`config.mk`:
```
export PLATFORM = sky130hd
export DESIGN_NAME = vga_sync_gen
export DESIGN_NICKNAME = d
export VERILOG_FILES = /design/src/rtl/vga_sync_gen.sv
export SDC_FILE = /design/constraint.sdc
export NUM_CORES = 1
export LEC_CHECK = 0
export CAP_MARGIN = 20
export CORE_ASPECT_RATIO = 1.5
export CORE_MARGIN = 5
export CORE_UTILIZATION = 45
export CTS_BUF_LIST = sky130_fd_sc_hd__clkbuf_2
export CTS_CLUSTER_SIZE = 10
export DETAILED_ROUTE_END_ITERATION = 12
export PLACE_DENSITY_LB_ADDON = 0.08
export SLEW_MARGIN = 10
export SYNTH_ARGS = -nofsm -noshare
export SYNTH_HDL_FRONTEND = slang
export SYNTH_SLANG_ARGS = --single-unit
export TNS_END_PERCENT = 1
```
`constraint.sdc`:
```
create_clock -name clk -period 4.27 [get_ports clk]
set_input_delay 0.854 -clock clk [delete_from_list [all_inputs] [get_ports clk]]
set_output_delay 0.854 -clock clk [all_outputs]
set_load 0.1 [all_outputs]
```
`src/rtl/vga_sync_gen.sv`:
```
// VGA timing master: pixel-rate divider plus horizontal/vertical counters and sync decode.
// Optional macro VGA_SYNC_DELAY_EN delays display/hsync/vsync by one pixel period.
module vga_sync_gen #(
  parameter int unsigned CLK_DIV  = 4,
  parameter int unsigned H_ACTIVE = 640,
  parameter int unsigned H_FP     = 16,
  parameter int unsigned H_SYNC   = 96,
  parameter int unsigned H_BP     = 48,
  parameter int unsigned V_ACTIVE = 480,
  parameter int unsigned V_FP     = 10,
  parameter int unsigned V_SYNC   = 2,
  parameter int unsigned V_BP     = 33,
  parameter int unsigned SYNC_POL = 0
) (
  input  logic       clk,
  input  logic       rst,
  output logic       pix_tick,
  output logic [9:0] x,
  output logic [9:0] y,
  output logic       display,
  output logic       hsync,
  output logic       vsync,
  output logic       line_start,
  output logic       frame_start
);

  localparam int unsigned CNT_W   = 10;
  localparam int unsigned DIV_W   = (CLK_DIV > 1) ? $clog2(CLK_DIV) : 1;
  localparam int unsigned H_TOTAL = H_ACTIVE + H_FP + H_SYNC + H_BP;
  localparam int unsigned V_TOTAL = V_ACTIVE + V_FP + V_SYNC + V_BP;
  localparam int unsigned HS_BEG  = H_ACTIVE + H_FP;
  localparam int unsigned HS_END  = HS_BEG + H_SYNC - 1;
  localparam int unsigned VS_BEG  = V_ACTIVE + V_FP;
  localparam int unsigned VS_END  = VS_BEG + V_SYNC - 1;
  localparam logic        SYNC_ON  = (SYNC_POL != 0);
  localparam logic        SYNC_OFF = ~SYNC_ON;

  logic [DIV_W-1:0] div_q, div_d;
  logic             tick_q, tick_d;
  logic [CNT_W-1:0] x_q, x_d;
  logic [CNT_W-1:0] y_q, y_d;
  logic             disp_q, disp_d;
  logic             hs_q, hs_d;
  logic             vs_q, vs_d;
  logic             ls_q, ls_d;
  logic             fs_q, fs_d;

  // Next-state: divider always runs; counters and decodes move only on a pixel tick.
  always_comb begin
    div_d  = div_q;
    tick_d = 1'b0;
    x_d    = x_q;
    y_d    = y_q;
    disp_d = disp_q;
    hs_d   = hs_q;
    vs_d   = vs_q;
    ls_d   = 1'b0;
    fs_d   = 1'b0;

    if (div_q == DIV_W'(CLK_DIV - 1)) begin
      div_d  = '0;
      tick_d = 1'b1;
    end else begin
      div_d = div_q + DIV_W'(1);
    end

    if (tick_q) begin
      if (x_q == CNT_W'(H_TOTAL - 1)) begin
        x_d = '0;
        y_d = (y_q == CNT_W'(V_TOTAL - 1)) ? '0 : y_q + CNT_W'(1);
      end else begin
        x_d = x_q + CNT_W'(1);
      end
      // Decode from the next position so outputs stay coherent with x/y.
      disp_d = (x_d < CNT_W'(H_ACTIVE)) && (y_d < CNT_W'(V_ACTIVE));
      hs_d   = ((x_d >= CNT_W'(HS_BEG)) && (x_d <= CNT_W'(HS_END))) ? SYNC_ON : SYNC_OFF;
      vs_d   = ((y_d >= CNT_W'(VS_BEG)) && (y_d <= CNT_W'(VS_END))) ? SYNC_ON : SYNC_OFF;
      ls_d   = (x_d == '0);
      fs_d   = (x_d == '0) && (y_d == '0);
    end
  end

  always_ff @(posedge clk) begin
    if (rst) begin
      div_q  <= '0;
      tick_q <= 1'b0;
      x_q    <= CNT_W'(H_TOTAL - 1);
      y_q    <= CNT_W'(V_TOTAL - 1);
      disp_q <= 1'b0;
      hs_q   <= SYNC_OFF;
      vs_q   <= SYNC_OFF;
      ls_q   <= 1'b0;
      fs_q   <= 1'b0;
    end else begin
      div_q  <= div_d;
      tick_q <= tick_d;
      x_q    <= x_d;
      y_q    <= y_d;
      disp_q <= disp_d;
      hs_q   <= hs_d;
      vs_q   <= vs_d;
      ls_q   <= ls_d;
      fs_q   <= fs_d;
    end
  end

`ifdef VGA_SYNC_DELAY_EN
  logic disp_dly_q;
  logic hs_dly_q;
  logic vs_dly_q;

  // One-pixel lag to line up with pixel generators that register their rgb.
  always_ff @(posedge clk) begin
    if (rst) begin
      disp_dly_q <= 1'b0;
      hs_dly_q   <= SYNC_OFF;
      vs_dly_q   <= SYNC_OFF;
    end else if (tick_q) begin
      disp_dly_q <= disp_q;
      hs_dly_q   <= hs_q;
      vs_dly_q   <= vs_q;
    end
  end

  assign display = disp_dly_q;
  assign hsync   = hs_dly_q;
  assign vsync   = vs_dly_q;
`else
  assign display = disp_q;
  assign hsync   = hs_q;
  assign vsync   = vs_q;
`endif

  assign pix_tick    = tick_q;
  assign x           = x_q;
  assign y           = y_q;
  assign line_start  = ls_q;
  assign frame_start = fs_q;

endmodule

```
==> results_dict.tcl, run 1 <==
set metrics [dict create \
    grt_first_pass_wirelength_um 6940 \
    power_switching_share_pct 34.1 \
    synthesis.nets 230 \
    first_pass_iters 4 \
    tritoncts "built" \
    grt_pass1_vias 1498 \
    multi_input_comb_area_mm2 0.00110 \
    timing.critical_path.slowest_cell_delay_ns 1.22 \
    worst_min_delay_path_category "flip-flop to flip-flop" \
    hold_buf_count_cts 0 \
    placementRows 28 \
    fin_total_pwr_uw 616 \
    final_cell_mix "28 x sky130_fd_sc_hd__dfxtp_1, 27 x sky130_fd_sc_hd__clkdlybuf4s50_1, 18 x sky130_fd_sc_hd__nand2_1, 18 x sky130_fd_sc_hd__o21ai_0, 16 x sky130_fd_sc_hd__nor2_1" \
    clock_power_share_pct 26.8 \
    cp.arrival_ns 2.26 \
    ctsResizeCount 0 \
    worst-slew-pin-transition_ns 0.973 \
    synthesis.instances 223 \
    clkLatencyLatePin_ns 0.37 \
    fill_cells 398 \
    outcome "finished, final reports clean" \
    powerDensity_mw_per_mm2 296 \
    tns_ns 0 \
    drt_iter0_drc 48 \
    power_leakage_nw 0.731 \
    worstPathBufferInverterCount 1 \
    routed_wirelength_um 4230 \
    area.sequential_um2 561 \
    postSynth.topFlopCell "sky130_fd_sc_hd__dfxtp_1" \
    period_share_pct 72.9 \
    post_drt_wl_per_cell_um 14.8 \
    cts_max_path_buffers 2 \
    clkTransAtPathRegs_ns 0.28 \
    yosysUniqueCellTypes 55 \
    path_class "flip-flop to output pin" \
    switching_power_uw 210 \
    critical_path.cell_chain "clkdlybuf4s50_1" \
    timing.critical_path.to_type "output pin" \
    die_h_um 87.4 \
    pin_count 28 \
    timing.final.crit_period_ns 3.11 \
    critical_path_peak_fanout 16 \
    last_weighted_congestion_value_of_the_routability_driven_placer 0.838 \
    grt_remaining_overflow 0 \
    timing_hold_violations_final 0 \
    power.internal_uw 406 \
    synth-edff-count 0 \
    critical-path-top-delay-family "buffers and inverters" \
    floorplan.die.width_um 61.6 \
    crit-reg2reg-launch "x[1]" \
    place.detailed.instances 281 \
    slew-limit-headroom_pct 34.9 \
    fmax_ghz 0.321 \
    groute.usage.overall_pct 16.7 \
    unrepaired_setup_endpoints_after_global_routing "no" \
    yosysSeqAreaShare_pct 31.2 \
    netlist_area_mm2 0.00180 \
    final-instance-count-excl-fill 285 \
    cts-htree-levels 1 \
    mostFrequentLayoutCell "sky130_fd_sc_hd__dfxtp_1" \
    initial_utilization_pct 45.9 \
    buffer_ports.inserted 27 \
    grt_start_max_net_pins 29 \
    cts.sink_count 28 \
    vdd_ir_drop_max_mv 0.168 \
    setup_viol_count_final 0 \
    numCtsBuffers 3 \
    min-delay-start "div_q[0]" \
    post_synth.cell_area_avg_um2 8.07 \
    finalNetCount 248 \
    core_footprint_mm2 0.00392 \
    synth_to_layout_area_growth_pct 15.4 \
    postCtsSetupRepairBufs 0 \
    cp-start-kind "flip-flop" \
    timing_max_transition_violations_final 0 \
    antenna_found_initial 0 \
    clk_root_buffer_cell "sky130_fd_sc_hd__clkbuf_2" \
    critPathRequiredTime_ns 3.42 \
    via_per_inst 5.72 \
    diodes 0 \
    power_frac_comb_pct 27.4 \
    detailroute.via_count 1629 \
    fin_worst_skew_ns 0.00312 \
    dp_hpwl_um 3020 \
    crit_start "x[8]" \
    slowest_stage "sky130_fd_sc_hd__clkdlybuf4s50_1" \
    yosysWarnings 0 \
    power.sequential.fraction_pct 45.7 \
    async_set_reset_flop_share_out_of_synthesis_pct 0 \
    cap_violations 0 \
    ys_ff_latch 28 \
    route.antenna.remaining_nets 0 \
    share_of_layout_cells_above_drive_strength_1_pct 6.25 \
    fp.dieArea_mm2 0.00539 \
    remaining_drc_errors 0 \
]
==> through the flow <==
stage	hold slack, ns	cell area, µm²	utilization, %	setup slack, ns
after floorplan	0.408	1800	-	1.29
after global placement	0.424	2030	51.8	1.64
after detailed placement	0.426	2030	51.8	1.63
after CTS	0.461	2080	52.9	1.14
after global routing	0.474	2080	52.9	1.03
final	0.460	2080	52.9	1.16
==> per-layer routing <==
metal  up-vias  GRT usage, %  share of wire (%)
met3        10          1.93                2.5
met1       732          21.2                 45
li1        853             -                  -
met4         0          8.30                3.4
met2        34          27.2                 49
met5         -             0                  0
==> worst paths after layout <==
path              endpoint  depth (start not counted)  slack (ns)
setup / recovery      x[8]                          1        1.16
hold / removal    div_q[0]                          1        0.46
setup reg to reg      y[4]                          7        1.60
hold reg to reg   div_q[0]                          1        0.46
==> cell usage after synthesis, types with 5 or more instances <==
| library cell | number | area (µm²) |
|---|---|---|
| sky130_fd_sc_hd__dfxtp_1 | 28 | 561 |
| sky130_fd_sc_hd__nand2_1 | 18 | 67.6 |
| sky130_fd_sc_hd__o21ai_0 | 18 | 90.1 |
| sky130_fd_sc_hd__nor2_1 | 16 | 60.1 |
| sky130_fd_sc_hd__nand3_1 | 13 | 65.1 |
| sky130_fd_sc_hd__a21oi_1 | 11 | 55.1 |
| sky130_fd_sc_hd__xnor2_1 | 8 | 70.1 |
| sky130_fd_sc_hd__and3_1 | 7 | 43.8 |
| sky130_fd_sc_hd__nor3_1 | 7 | 35.0 |
| sky130_fd_sc_hd__clkbuf_1 | 6 | 22.5 |
| sky130_fd_sc_hd__a211o_1 | 5 | 43.8 |
| sky130_fd_sc_hd__buf_6 | 5 | 56.3 |
| sky130_fd_sc_hd__ha_1 | 5 | 62.6 |
| sky130_fd_sc_hd__inv_1 | 5 | 18.8 |
| sky130_fd_sc_hd__nand4_1 | 5 | 31.3 |
| sky130_fd_sc_hd__or3_1 | 5 | 31.3 |
==> power groups by stage <==
stage | clock network, mW | registers (mW) | logic [mW]
floorplan | 0 | 0.321 | 0.103
global placement | 0 | 0.286 | 0.169
detailed placement | 0 | 0.286 | 0.168
CTS | 0.173 | 0.282 | 0.169
global route | 0.182 | 0.284 | 0.182
finish | 0.165 | 0.282 | 0.169
==> final cells by class <==
cell class / instances / share of cell area, %
multi-input combinational: 173 / 53.1
sequential: 28 / 27.0
timing repair buffer: 30 / 14.1
tap: 45 / 2.71
clock inverter: 1 / 1.45
inverter: 5 / 0.904
clock buffer: 3 / 0.723
==> sequential cells by signal (all words and copies together) (netlist names) <==
name / flops
display: 1
vsync: 1
hsync: 1
y: 10
frame_start: 1
pix_tick: 1
x: 10
div_q: 2
line_start: 1
==> cell families (layout without fill, tap and decap cells) <==
group	after synthesis	after routing	share of synthesized area [%]
xor+xnor	12	12	5.84
compound gates	54	54	20.0
mux	1	1	0.556
flops	28	28	31.2
buf+inv	22	39	7.51
simple gates	101	101	31.4
fa+ha+maj	5	5	3.48
==> worst register-to-register path, cell delays in order (launching register included) <==
cell                      delay [ns]
sky130_fd_sc_hd__dfxtp_1        0.49
sky130_fd_sc_hd__ha_1           0.28
sky130_fd_sc_hd__and4_1         0.42
sky130_fd_sc_hd__and3_1         0.54
sky130_fd_sc_hd__and2_1         0.25
sky130_fd_sc_hd__nand2_1        0.09
sky130_fd_sc_hd__or4_1          0.41
sky130_fd_sc_hd__a21oi_1        0.14
(Power assumes the default switching activity.)
==> run 2: changes to the inputs <==
==> constraint.sdc (replaced) <==
create_clock -name clk -period 2.59 [get_ports clk]
set_input_delay 0.518 -clock clk [delete_from_list [all_inputs] [get_ports clk]]
set_output_delay 0.518 -clock clk [all_outputs]
set_load 0.1 [all_outputs]
==> results_dict.tcl, run 2 (synthesized netlist as in run 1, its figures left out) <==
set metrics [dict create \
    cts_max_path_buffers 2 \
    power.internal_uw 575 \
    critical_path.cell_chain "or4b_4, nor4_2, xnor2_1, or3_1, nor4_1, a21oi_1" \
    last_weighted_congestion_value_of_the_routability_driven_placer 0.835 \
    critPathRequiredTime_ns 2.88 \
    cell_depth_of_the_worst_flop_to_flop_path 6 \
    setup_viol_count_final 0 \
    synth_to_layout_area_growth_pct 13.4 \
    critical_path.reg2reg.endpoint "vsync" \
    timing_max_transition_violations_final 0 \
    fill_cells 405 \
    clk_root_buffer_cell "sky130_fd_sc_hd__clkbuf_2" \
    hold_buf_count_cts 0 \
    clkTransAtPathRegs_ns 0.26 \
    remaining_drc_errors 0 \
    post_drt_wl_per_cell_um 15.3 \
    cp.arrival_ns 2.71 \
    fp.dieArea_mm2 0.00539 \
    share_of_layout_cells_above_drive_strength_1_pct 24.6 \
    unrepaired_setup_endpoints_after_global_routing "no" \
    grt_remaining_overflow 0 \
    final_cell_mix "33 x sky130_fd_sc_hd__buf_4, 18 x sky130_fd_sc_hd__nand2_1, 18 x sky130_fd_sc_hd__o21ai_0, 16 x sky130_fd_sc_hd__nor2_1" \
    routed_wirelength_um 4430 \
    worst_min_delay_path_category "flip-flop to flip-flop" \
    tritoncts "built" \
    fin_ws_ns 0.171 \
    initial_utilization_pct 45.9 \
    fin_worst_skew_ns 0.00528 \
    drt_iter0_drc 73 \
    timing.critical_path.to_type "flip-flop" \
    power_leakage_nw 0.765 \
    critical_path_peak_fanout 14 \
    first_pass_iters 5 \
    die_h_um 87.4 \
    buffer_ports.inserted 27 \
    mostFrequentLayoutCell "sky130_fd_sc_hd__buf_4" \
    path_class "flip-flop to flip-flop" \
    worst-slew-pin-transition_ns 0.763 \
    power_switching_share_pct 37.3 \
    clkLatencyLatePin_ns 0.36 \
    cts-htree-levels 1 \
    outcome "finished, final reports clean" \
    grt_start_max_net_pins 25 \
    detailroute.via_count 1705 \
    via_per_inst 5.90 \
    worstHoldEndpoint "div_q[0]" \
    vdd_ir_drop_max_mv 0.291 \
    finalNetCount 252 \
    slowest_stage "sky130_fd_sc_hd__or4b_4" \
    clock_power_share_pct 17.7 \
    switching_power_uw 342 \
    fmax_ghz 0.413 \
    timing.final.crit_period_ns 2.42 \
    diodes 0 \
    cap_violations 0 \
    placementRows 28 \
    route.antenna.remaining_nets 0 \
    pin_count 28 \
    setup_slack_of_the_most_critical_reg_to_reg_path_ns 0.17 \
    dp_hpwl_um 3330 \
    core_footprint_mm2 0.00392 \
    antenna_found_initial 0 \
    power_frac_comb_pct 31.7 \
    crit-reg2reg-launch "x[5]" \
    min_path_cells 1 \
    powerDensity_mw_per_mm2 450 \
    grt_pass1_vias 1632 \
    dpl_worst_slack_ns 0.160 \
    timing_hold_violations_final 0 \
    fin_total_pwr_uw 917 \
    numCtsBuffers 3 \
    grt_first_pass_wirelength_um 7360 \
    cp-start-kind "flip-flop" \
    groute.usage.overall_pct 17.7 \
    timing.critical_path.slowest_cell_delay_ns 0.59 \
    floorplan.die.width_um 61.6 \
    power.sequential.fraction_pct 50.7 \
    period_share_pct 93.4 \
    slew-limit-headroom_pct 48.6 \
    min-delay-start "div_q[0]" \
    cts.sink_count 28 \
]
## run 2: power by group through the flow
stage | clock, mW | sequential [mW] | combinational (mW)
floorplan | 0 | 0.530 | 0.169
global placement | 0 | 0.472 | 0.282
detailed placement | 0 | 0.474 | 0.287
CTS | 0.173 | 0.465 | 0.288
global route | 0.193 | 0.469 | 0.317
finish | 0.162 | 0.465 | 0.290
## run 2: layout make-up
cell class / count / area [µm²] / area share, %
inverter: 5 / 18.8 / 0.920
multi-input combinational: 173 / 1110 / 54.4
sequential: 28 / 578 / 28.3
timing repair buffer: 34 / 258 / 12.6
clock inverter: 1 / 3.75 / 0.184
clock buffer: 3 / 15.0 / 0.736
tap: 45 / 56.3 / 2.76
## run 2: how the worst max path moves through the flow
stage / startpoint / end / slack, ns / depth (start not counted)
global route: x[0] / vsync / 0.005 / 7
detailed placement: x[0] / y[4] / 0.16 / 7
global placement: x[0] / frame_start / 0.21 / 7
finish: x[5] / vsync / 0.17 / 6
CTS: x[0] / y[4] / 0.12 / 7
floorplan: x[0] / y[8] / -0.01 / 8
## run 2: through the flow
step           util [%]  hold slack [ns]  cells  area, µm²  TNS (ns)
2_1_floorplan         -            0.408    223       1820   -0.0237
3_3_place_gp       51.3            0.415    285       2010         0
3_5_place_dp       51.3            0.425    285       2010         0
4_1_cts            51.8            0.454    289       2030         0
5_1_grt            52.0            0.473    289       2040         0
6_report           52.0            0.449    289       2040         0
## run 2: per-layer routing
metal | GRT usage [%] | wire length, µm | share of wire [%]
met5 | 0 | 0 | 0
met4 | 7.34 | 118 | 2.7
met3 | 2.23 | 112 | 2.5
met2 | 30.7 | 2310 | 52
met1 | 21.1 | 1890 | 43
## run 2: worst max-delay path, delay by kind of cell, from the launching register on
| family | cells | cell delay (ns) |
|---|---|---|
| xor+xnor | 1 | 0.15 |
| flops | 1 | 0.45 |
| simple gates | 4 | 1.66 |
| compound gates | 1 | 0.10 |
## run 2: repair_timing
item,in CTS,in global routing
resized for setup,0,2
endpoints found under the setup margin,0,4
setup buffers,0,0
==> run 3: changes to the inputs <==
--- a/config.mk
+++ b/config.mk
@@ -8,7 +8,7 @@
 export CAP_MARGIN = 20
 export CORE_ASPECT_RATIO = 1.5
 export CORE_MARGIN = 5
-export CORE_UTILIZATION = 45
+export CORE_UTILIZATION = 30
 export CTS_BUF_LIST = sky130_fd_sc_hd__clkbuf_2
 export CTS_CLUSTER_SIZE = 10
 export DETAILED_ROUTE_END_ITERATION = 12
==> results_dict.tcl, run 3 (synthesized netlist as in run 1, its figures left out) <==
set metrics [dict create \
    ctsResizeCount 0 \
    power_frac_comb_pct 33.1 \
    routedLengthMet1_um 2110 \
    numCtsBuffers 3 \
    switching_power_uw 362 \
    last_weighted_congestion_value_of_the_routability_driven_placer 0.853 \
    dpl_worst_slack_ns 0.183 \
    cell_depth_of_the_worst_flop_to_flop_path 8 \
    fin_hold_ws_ns 0.456 \
    clock_power_share_pct 18.4 \
    path_class "flip-flop to flip-flop" \
    power.sequential.fraction_pct 48.5 \
    post_drt_wl_per_cell_um 15.5 \
    slew-limit-headroom_pct 56.3 \
    finalNetCount 260 \
    timing_hold_violations_final 0 \
    hold_buf_count_cts 0 \
    mostFrequentLayoutCell "sky130_fd_sc_hd__buf_4" \
    power_switching_share_pct 37.7 \
    area_of_all_placed_cells_without_fillers_mm2 0.00214 \
    fmax_ghz 0.430 \
    powerDensity_mw_per_mm2 448 \
    share_of_layout_cells_above_drive_strength_1_pct 26.2 \
    tritoncts "built" \
    route.antenna.remaining_nets 0 \
    worst_min_delay_path_category "flip-flop to flip-flop" \
    min_path_cells 1 \
    unrepaired_setup_endpoints_after_global_routing "no" \
    cp-start-kind "flip-flop" \
    worst-slew-pin-transition_ns 0.651 \
    timing_max_transition_violations_final 0 \
    grt_start_max_net_pins 19 \
    postCtsSetupRepairBufs 0 \
    pin_count 28 \
    routed_length_on_met2_um 2680 \
    critPathRequiredTime_ns 2.92 \
    diodes 0 \
    first_pass_iters 4 \
    placement.cell_area_mm2 0.00211 \
    fin_ws_ns 0.266 \
    critical_path_peak_fanout 7 \
    critical_path.reg2reg.endpoint "vsync" \
    detailroute.via_count 1690 \
    power_leakage_nw 0.806 \
    initial_utilization_pct 30.9 \
    antenna_found_initial 0 \
    worstHoldEndpoint "div_q[0]" \
    drt_iter0_drc 102 \
    via_per_inst 5.22 \
    clkLatencyLatePin_ns 0.39 \
    highest_layer "met4" \
    outcome "finished, final reports clean" \
    setup_slack_of_the_most_critical_reg_to_reg_path_ns 0.27 \
    timing.critical_path.to_type "flip-flop" \
    cts-htree-levels 1 \
    fin_worst_skew_ns 0.0140 \
    clk_root_buffer_cell "sky130_fd_sc_hd__clkbuf_2" \
    remaining_drc_errors 0 \
    buffer_ports.inserted 27 \
    groute.usage.overall_pct 14.0 \
    timing.final.crit_period_ns 2.32 \
    grt_first_pass_wirelength_um 8650 \
    routed_wirelength_um 5010 \
    synth_to_layout_area_growth_pct 18.9 \
    dp_hpwl_um 3840 \
    final_cell_mix "40 x sky130_fd_sc_hd__buf_4, 18 x sky130_fd_sc_hd__nand2_1, 18 x sky130_fd_sc_hd__o21ai_0, 16 x sky130_fd_sc_hd__nor2_1" \
    fp.dieArea_mm2 0.00768 \
    grt_remaining_overflow 0 \
    cap_violations 0 \
    period_share_pct 89.7 \
    floorplan.die.width_um 73.2 \
    core_footprint_mm2 0.00583 \
    cts.sink_count 28 \
    crit_start "x[0]" \
    wl_met3_um 130 \
    grt_pass1_vias 1748 \
    clkTransAtPathRegs_ns 0.29 \
    power.internal_uw 597 \
    crit-reg2reg-launch "x[0]" \
    cp.arrival_ns 2.65 \
    vdd_ir_drop_max_mv 0.183 \
    setup_viol_count_final 0 \
    die_h_um 105 \
    min-delay-start "div_q[0]" \
    cts_max_path_buffers 2 \
    placementRows 34 \
]
[run 3: cell count changes in the layout (fill, tap and decap cells not counted)]
cell                        delta
sky130_fd_sc_hd__buf_4         +7
sky130_fd_sc_hd__and3_1        +1
sky130_fd_sc_hd__a2111oi_1     +1
sky130_fd_sc_hd__buf_12        +1
sky130_fd_sc_hd__and3_2        -1
sky130_fd_sc_hd__a2111oi_2     -1
[run 3: stage by stage]
| step | std cells | setup TNS [ns] | utilization (%) | total power, mW |
|---|---|---|---|---|
| after floorplan | 223 | -0.0237 | - | 0.700 |
| after global placement | 319 | 0 | 36.3 | 0.792 |
| after detailed placement | 319 | 0 | 36.3 | 0.790 |
| after CTS | 323 | 0 | 36.6 | 0.972 |
| after global routing | 324 | 0 | 36.7 | 1.02 |
| final | 324 | 0 | 36.7 | 0.959 |
[run 3: worst max path at each step]
stage	slack, ns	cells after the start	end
2_1_floorplan	-0.01	8	y[8]
3_3_place_gp	0.20	7	vsync
3_5_place_dp	0.18	7	vsync
4_1_cts	0.14	7	vsync
5_1_grt	0.05	8	vsync
6_report	0.27	8	vsync
[run 3: critical path, cell delays in order (launching register included)]
cell	delay [ns]
sky130_fd_sc_hd__dfxtp_2	0.45
sky130_fd_sc_hd__ha_1	0.27
sky130_fd_sc_hd__nand4_1	0.11
sky130_fd_sc_hd__buf_4	0.17
sky130_fd_sc_hd__nor4_2	0.28
sky130_fd_sc_hd__xnor2_1	0.14
sky130_fd_sc_hd__or3_1	0.42
sky130_fd_sc_hd__nor4_1	0.31
sky130_fd_sc_hd__a21oi_1	0.10
[run 3: area by class of cell]
| type | instances | area [µm²] |
|---|---|---|
| Clock buffer | 3 | 15.0 |
| Clock inverter | 1 | 3.75 |
| Fill cell | 629 | 3690 |
| Inverter | 5 | 18.8 |
| Multi-Input combinational cell | 173 | 1100 |
| Sequential cell | 28 | 578 |
| Tap cell | 72 | 90.1 |
| Timing Repair Buffer | 42 | 330 |
[run 3: metal layers]
metal,vias up,global-route usage (%)
li1,873,-
met1,786,17.3
met2,24,24.8
met3,7,1.44
met4,0,4.22
met5,-,0
[run 3: power by group through the flow]
stage | clock network [mW] | registers (mW) | logic, mW
5_1_grt | 0.205 | 0.470 | 0.346
4_1_cts | 0.188 | 0.466 | 0.317
2_1_floorplan | 0 | 0.530 | 0.169
3_3_place_gp | 0 | 0.474 | 0.319
3_5_place_dp | 0 | 0.474 | 0.316
6_report | 0.176 | 0.465 | 0.317
